--- config.mk ---
export PLATFORM = sky130hd
export DESIGN_NAME = keystream_serializer
export DESIGN_NICKNAME = d
export VERILOG_FILES = /design/src/rtl/chacha_pkg.sv /design/src/rtl/keystream_slot_store.sv /design/src/rtl/keystream_serializer.sv
export SDC_FILE = /design/constraint.sdc
export NUM_CORES = 1
export LEC_CHECK = 0
export BUFFER_PORTS_ARGS = -buffer_cell sky130_fd_sc_hd__buf_2
export CAP_MARGIN = 10
export CORE_ASPECT_RATIO = 0.75
export CORE_MARGIN = 1.5
export CORE_UTILIZATION = 49
export CTS_BUF_LIST = sky130_fd_sc_hd__clkbuf_4 sky130_fd_sc_hd__clkbuf_8 sky130_fd_sc_hd__clkbuf_16
export CTS_CLUSTER_SIZE = 25
export DETAILED_ROUTE_END_ITERATION = 6
export PLACE_DENSITY = 0.67
export SYNTH_ARGS = -nofsm -noshare
export SYNTH_HDL_FRONTEND = slang
export SYNTH_HIERARCHICAL = 1
export SYNTH_SLANG_ARGS = --single-unit
--- constraint.sdc ---
create_clock -name clk -period 54.8 [get_ports clk]
set_input_delay 2.74 -clock clk [delete_from_list [all_inputs] [get_ports clk]]
set_output_delay 2.74 -clock clk [all_outputs]
set_load 0.005 [all_outputs]
--- src/rtl/chacha_pkg.sv ---
// Shared ChaCha20 types: block-function word, output matrix, occupancy encoding.
package chacha_pkg;

   localparam int unsigned WORD_BITS       = 32;
   localparam int unsigned WORDS_PER_BLOCK = 16;
   localparam int unsigned IDX_W           = 4;

   typedef logic [WORD_BITS-1:0] word_t;
   typedef word_t [3:0][3:0]     matrix_t;

   typedef enum logic [1:0] {
      OCC_EMPTY   = 2'd0,
      OCC_PARTIAL = 2'd1,
      OCC_FULL    = 2'd2
   } occ_e;

endpackage

--- src/rtl/keystream_slot_store.sv ---
// Two 16-word matrix slots: whole-matrix write port, single-word read port.
module keystream_slot_store
   import chacha_pkg::*;
#(
   parameter int unsigned WORD_W = 32
) (
   input  logic              clk,
   input  logic              i_wr_en,
   input  logic              i_wr_slot,
   input  matrix_t           i_wr_data,
   input  logic              i_rd_slot,
   input  logic [IDX_W-1:0]  i_rd_idx,
   output logic [WORD_W-1:0] o_rd_data
);

   matrix_t r_slot [2];
   matrix_t w_rd_matrix;

   // Contents are don't-care after reset; occupancy tracking guards reads.
   always_ff @(posedge clk) begin
      if (i_wr_en) begin
         r_slot[i_wr_slot] <= i_wr_data;
      end
   end

   // Word i sits at row i/4, column i%4.
   always_comb begin
      w_rd_matrix = r_slot[i_rd_slot];
      o_rd_data   = WORD_W'(w_rd_matrix[i_rd_idx[3:2]][i_rd_idx[1:0]]);
   end

endmodule

--- src/rtl/keystream_serializer.sv ---
// Double-buffered serializer: accepts ChaCha20 output matrices and streams
// them as 16 keystream words each over valid/ready.
module keystream_serializer
   import chacha_pkg::*;
#(
   parameter int unsigned WORD_W = 32,
   parameter int unsigned CNT_W  = 4
) (
   input  logic              clk,
   input  logic              rst,
   input  matrix_t           matrix_in,
   input  logic              load_en,
   output logic              load_ready,
   output logic [WORD_W-1:0] ks_data,
   output logic              ks_valid,
   input  logic              ks_ready,
   output logic              ks_last,
   output logic [IDX_W-1:0]  ks_word_idx,
   output logic [CNT_W-1:0]  blocks_sent,
   output logic              overflow
);

   localparam logic [IDX_W-1:0] LAST_IDX = IDX_W'(WORDS_PER_BLOCK - 1);

   occ_e              r_state;
   occ_e              w_state_nxt;
   logic              r_wr_ptr;
   logic              r_rd_ptr;
   logic [IDX_W-1:0]  r_idx;
   logic [CNT_W-1:0]  r_blocks;
   logic              r_overflow;

   logic              w_load_ready;
   logic              w_valid;
   logic              w_load_acc;
   logic              w_hs;
   logic              w_done;
   logic [WORD_W-1:0] w_rd_data;

   assign w_load_acc = load_en && w_load_ready;
   assign w_hs       = w_valid && ks_ready;
   assign w_done     = w_hs && (r_idx == LAST_IDX);

   always_ff @(posedge clk) begin
      if (rst) begin
         r_state <= OCC_EMPTY;
      end else begin
         r_state <= w_state_nxt;
      end
   end

   always_comb begin
      w_state_nxt = r_state;
      case (r_state)
         OCC_EMPTY: begin
            if (w_load_acc) w_state_nxt = OCC_PARTIAL;
         end
         OCC_PARTIAL: begin
            if (w_load_acc && !w_done)      w_state_nxt = OCC_FULL;
            else if (!w_load_acc && w_done) w_state_nxt = OCC_EMPTY;
         end
         OCC_FULL: begin
            if (w_done) w_state_nxt = OCC_PARTIAL;
         end
         default: w_state_nxt = OCC_EMPTY;
      endcase
   end

   // Decoded from registered occupancy only, so no input reaches an output.
   always_comb begin
      w_load_ready = 1'b1;
      w_valid      = 1'b0;
      case (r_state)
         OCC_EMPTY:   begin w_load_ready = 1'b1; w_valid = 1'b0; end
         OCC_PARTIAL: begin w_load_ready = 1'b1; w_valid = 1'b1; end
         OCC_FULL:    begin w_load_ready = 1'b0; w_valid = 1'b1; end
         default:     begin w_load_ready = 1'b1; w_valid = 1'b0; end
      endcase
   end

   // Pointers, word index, drained-block count and sticky overflow.
   always_ff @(posedge clk) begin
      if (rst) begin
         r_wr_ptr   <= 1'b0;
         r_rd_ptr   <= 1'b0;
         r_idx      <= '0;
         r_blocks   <= '0;
         r_overflow <= 1'b0;
      end else begin
         if (w_load_acc) r_wr_ptr <= ~r_wr_ptr;
         if (w_hs)       r_idx    <= r_idx + IDX_W'(1);
         if (w_done) begin
            r_rd_ptr <= ~r_rd_ptr;
            r_blocks <= r_blocks + CNT_W'(1);
         end
         if (load_en && !w_load_ready) r_overflow <= 1'b1;
      end
   end

   keystream_slot_store #(
      .WORD_W (WORD_W)
   ) u_store (
      .clk       (clk),
      .i_wr_en   (w_load_acc),
      .i_wr_slot (r_wr_ptr),
      .i_wr_data (matrix_in),
      .i_rd_slot (r_rd_ptr),
      .i_rd_idx  (r_idx),
      .o_rd_data (w_rd_data)
   );

   assign load_ready  = w_load_ready;
   assign ks_valid    = w_valid;
   assign ks_data     = w_valid ? w_rd_data : '0;
   assign ks_last     = w_valid && (r_idx == LAST_IDX);
   assign ks_word_idx = r_idx;
   assign blocks_sent = r_blocks;
   assign overflow    = r_overflow;

endmodule

# == Yosys cells after proc, flatten, opt, wreduce, memory -nomap -nowiden ==
# Memories as Yosys holds them, arrays and structs flattened. A register that Yosys moved wholly into a read port is not among the register bits.
# Cells that the tools add are included.
# classes
addsub,2
reduce_logical,12
magnitude_cmp,2
bitwise_logic,2
n_eq_ne,6
mux,16
# op_table
operator,count
$bmux W128 S2,1
$mux W128,1
$bmux W32 S2,1
$mux W32,2
$add A4 B1 Y4 const B,2
$mux W2,4
$logic_and A1 B1 Y1,7
$lt A2 B3 Y1 const B,2
$mux W1,6
$pmux W2 S3,1
$eq A4 B4 Y1 const B,1
$ne A2 B2 Y1 const B,2
$ne A3 B3 Y1 const B,1
$reduce_and A3 Y1,1
$eq A2 B1 Y1 const B,1
$eq A2 B2 Y1 const B,1
$logic_not A1 Y1,2
$logic_not A2 Y1,1
$not A1 Y1,2
$reduce_or A2 Y1,1
# word_totals
in_bits,516
output_inout_bits,44
regBits,13
ramBits,1024
n_memories,1
# memory_table
name,words,word_bits,rd,rd_ports_with_merged_regs,wr,line_no,text
u_store.r_slot,2,512,1,1,1,keystream_slot_store.sv:16,matrix_t r_slot [2];

# == Longest topological paths before layout ==
# logic_depth
word_depth,9
depth_mapped,9
depth_no_buf,8

# == Modules after synthesis ==
# The synthesis kept the hierarchy.
# modules_own_cells
module,cells_per_inst,instances,area_per_inst_um2
keystream_slot_store,2184,1,39646.8
keystream_serializer,106,1,888.4

# == Least setup slack after synthesis ==
# No wires, ideal clock.
# synth_timing
kind,input port to flip-flop
from,in load_en
to,"mem u_store/r_slot[0][0] (netlist bit), enable pin"
n_path_buf,0
path_stages,2
setup_slack_ns,27.910
arrival_ns,25.429
path_cell_list,nor2b_1 nor2b_1
# synth_via
elab_chain_cells,3
# synth_rtl
element,line_no,text
start: declaration,keystream_serializer.sv:12,"input logic load_en,"
$logic_and A1 B1 Y1,keystream_serializer.sv:40,assign w_load_acc = load_en && w_load_ready;
$mux W1,keystream_slot_store.sv:21,if (i_wr_en) begin
$mux W1 (not written as such),keystream_slot_store.sv:22,r_slot[i_wr_slot] <= i_wr_data;
end: declaration,keystream_slot_store.sv:16,
# No other way between the ends.

==> flow_summary_export.csv <==
group,metric,value,unit
status,status,"finished, final reports clean",
sta,fmax,121.4,MHz
route,dr.pass1.iters,5,
job,drv_cap,0,
route,drt-vias-per-instance,5.562,
logic_synthesis,yosysWarnings,6,
clock_network,htree_levels,3,
sta,whs,484.4,ps
route,wl_per_cell,25.15,microns
global_route,grt.total_usage,23.62,%
clock_network,cts_setup_buffers,0,
clock_network,cts_hold_buf,0,
setup_path,crit_buf_inv,4,
die,start_util,49.38,%
setup_path,worstPathMaxFanout,130,
logic_synthesis,synth_commonest_cells,"edfxtp_1, mux2i_1, nand2_1",
setup_path,critPathMaxStageDelay,980,ps
setup_path,worstReg2RegEnd,"u_store/r_slot[0][397]",
logic_synthesis,synth_most_common_cell,"edfxtp_1",
die,dieHeight,252.1,microns
die,die-area,84480,sq um
min_path,hold_start,"overflow",
setup_path,reg2regPathDepth,7,
min_path,hold_path.class,"register to register",
die,num_rows,91,
die,pin_count,560,
global_route,grt_max_degree,185,
logic_synthesis,ys_ff_latch,1037,
sta,setup_viol,0,
clock_network,clk_latency,640,ps
placement,place.gp.congestion,0.8445,
sta,finalCriticalPeriod,8235,ps
layout,finalNetCount,3371,
logic_synthesis,syn_area,40540,sq um
logic_synthesis,yosysUniqueCellTypes,33,
route,wirelength,102700,microns
logic_synthesis,synthTopCellsByArea,"edfxtp_1, mux2i_1, a22oi_1, a22o_1, a21oi_1",
global_route,grt_pass1_vias,22610,
logic_synthesis,synth.avg_cell_area,17.70,sq um
sta,worst_slew_pin_slew,1182,ps
sta,slew-limit-headroom,21.23,%
power,peakVddDrop,0.02514,mV
clock_network,clk_pin_slew,60,ps
global_route,grt_antenna_before_repair,77,
sta,hold_viol_final,0,
clock_network,cts_sinks,1037,
layout,drive_gt1_share,26.35,%
logic_synthesis,syn_nets,2813,
setup_path,cp_top_family,"buffers and inverters",
logic_synthesis,yosys.area.top_type,"edfxtp_1",
power,power.density,38.84,nW/um^2
logic_synthesis,synth-async-reset-ratio,0,%
route,drc,0,
logic_synthesis,synth_edf_count,1024,
route,initialDrtViolationCount,2129,
die,die_w,335.1,microns
min_path,min_to,"overflow",
route,num_vias,22720,
route,ant_nets,0,
logic_synthesis,synthFlopType,"edfxtp_1",
die,core_area,82090,sq um
sta,period_share,15.03,%
placement,dp_hpwl,66080,microns
setup_path,crit_arrival,5500,ps
setup_path,crit_type,"register to output port",
setup_path,cp-start-kind,"register",
global_route,grt_pass1_wl,145800,microns
sta,drv_slew,0,
power,leakagePower,0.01588,uW
clock_network,clockRootBuffer,"clkbuf_16",
layout,area_growth,17.60,%
logic_synthesis,synth_cells,2290,
sta,finClkSkew,15.39,ps
logic_synthesis,yosysTopAreaCellShare,75.86,%
placement,port_buffers,559,
setup_path,crit_cells,10,
setup_path,r2r_start,"r_state[0]",
clock_network,cts_resized,0,
logic_synthesis,yosysSeqAreaShare,76.50,%
setup_path,crit_path_cell_trace,"buf_12 -> buf_4 -> buf_4 -> mux2i_1 -> a22o_1 -> nor3_1 -> a31oi_1 -> nand3_1 -> and2_1 -> buf_2",
sta,rsz0062_at_grt,"no",
setup_path,critPathSlowestCell,"buf_4",
setup_path,end_kind,"output port",
setup_path,crit_required,52060,ps
global_route,globalRouteOverflowTotal,0,
clock_network,cts_inserted_buffers,99,
clock_network,cts_tree,"yes",
min_path,whs_path_depth,2,
setup_path,critPathMostFrequentCell,"buf_4",
clock_network,cts_buffer_depth,3,
setup_path,regToRegSetupSlack,49820,ps
sta,setup_tns,0,ps
[through the flow]
| step | util, % | instances | power, uW | setup WS, ps | cell area (sq um) |
|---|---|---|---|---|---|
| floorplan | - | 2290 | 1152 | 27910 | 40540 |
| global placement | 53.95 | 3863 | 1177 | 47310 | 44290 |
| detailed placement | 53.95 | 3863 | 1186 | 47290 | 44290 |
| CTS | 57.95 | 4046 | 1867 | 46580 | 47570 |
| global route | 58.00 | 4061 | 1915 | 46340 | 47610 |
| finish | 58.07 | 4084 | 1851 | 46560 | 47670 |
[tightest hold or removal path, stage by stage, from the launching register on]
cell and delay (ps):
dfxtp_1 330, a21oi_1 40, nor2_1 70
[kinds of logic (layout without fill, tap and decap cells)]
logic type | count (synthesis) | count (layout) | synth area share [%]
xor gates and xnor gates | 8 | 8 | 0.1729
other | 0 | 38 | 0
and+or+nand+nor | 295 | 295 | 3.519
buffers and inverters | 136 | 776 | 1.945
DFF | 1037 | 1037 | 76.50
adders and majority gates | 7 | 7 | 0.2161
muxes | 514 | 514 | 12.69
AOI/OAI and AO/OA | 293 | 293 | 4.954
[metal layers]
| metal | share of wire, % | up-vias | GRT usage (%) |
|---|---|---|---|
| li1 | - | 10240 | - |
| met1 | 40 | 11470 | 30.84 |
| met2 | 48 | 738 | 37.72 |
| met3 | 8.8 | 198 | 7.924 |
| met4 | 2.0 | 70 | 6.904 |
| met5 | 0.40 | - | 0 |
[how the worst max path moves through the flow]
stage | start | end | slack (ps)
final | r_rd_ptr | ks_data[9] | 46560
after global routing | r_rd_ptr | ks_data[8] | 46340
after CTS | r_rd_ptr | ks_data[9] | 46580
after detailed placement | r_rd_ptr | ks_data[9] | 47290
after global placement | r_rd_ptr | ks_data[9] | 47310
after floorplan | load_en | u_store/r_slot[0][0] | 27910
[where the power goes]
group | internal, uW | total [uW] | switching [uW]
clock | 396 | 684 | 288
sequential | 963 | 982 | 18.7
combinational | 60.5 | 186 | 125
[placed cells by master (no fill, tap or decap), types with 4 or more instances in the layout]
cell           n
a21oi_1       99
a22o_1        64
a22oi_1       96
a31oi_1       32
and2_1        33
buf_12         6
buf_2        559
buf_4         22
bufinv_16      9
clkbuf_16    102
clkbuf_4      22
clkinv_1      15
clkinv_2      19
clkinv_4       4
clkinvlp_4     9
dfxtp_1       12
diode_2       38
edfxtp_1    1024
ha_1           6
inv_1          5
mux2i_1      514
nand2_1      101
nand3_1       98
nor2_1        11
nor3_1        34
xnor2_1        6
[flip-flops by register name, indices dropped and copies added, names as in the netlist]
register / cells
r_state: 2
blocks_sent: 4
r_rd_ptr: 1
u_store/r_slot: 1024
overflow: 1
ks_word_idx: 4
r_wr_ptr: 1
[final cells by class]
type | count | area (sq um)
timing repair buffer | 587 | 3083
clock buffer | 125 | 2731
fill | 6269 | 34420
tap | 1116 | 1396
clock inverter | 58 | 549.3
sequential | 1037 | 31010
multi-input combinational | 1117 | 8777
inverter | 6 | 22.52
antenna | 38 | 95.09
No activity file was read; power rests on OpenSTA's default activity.
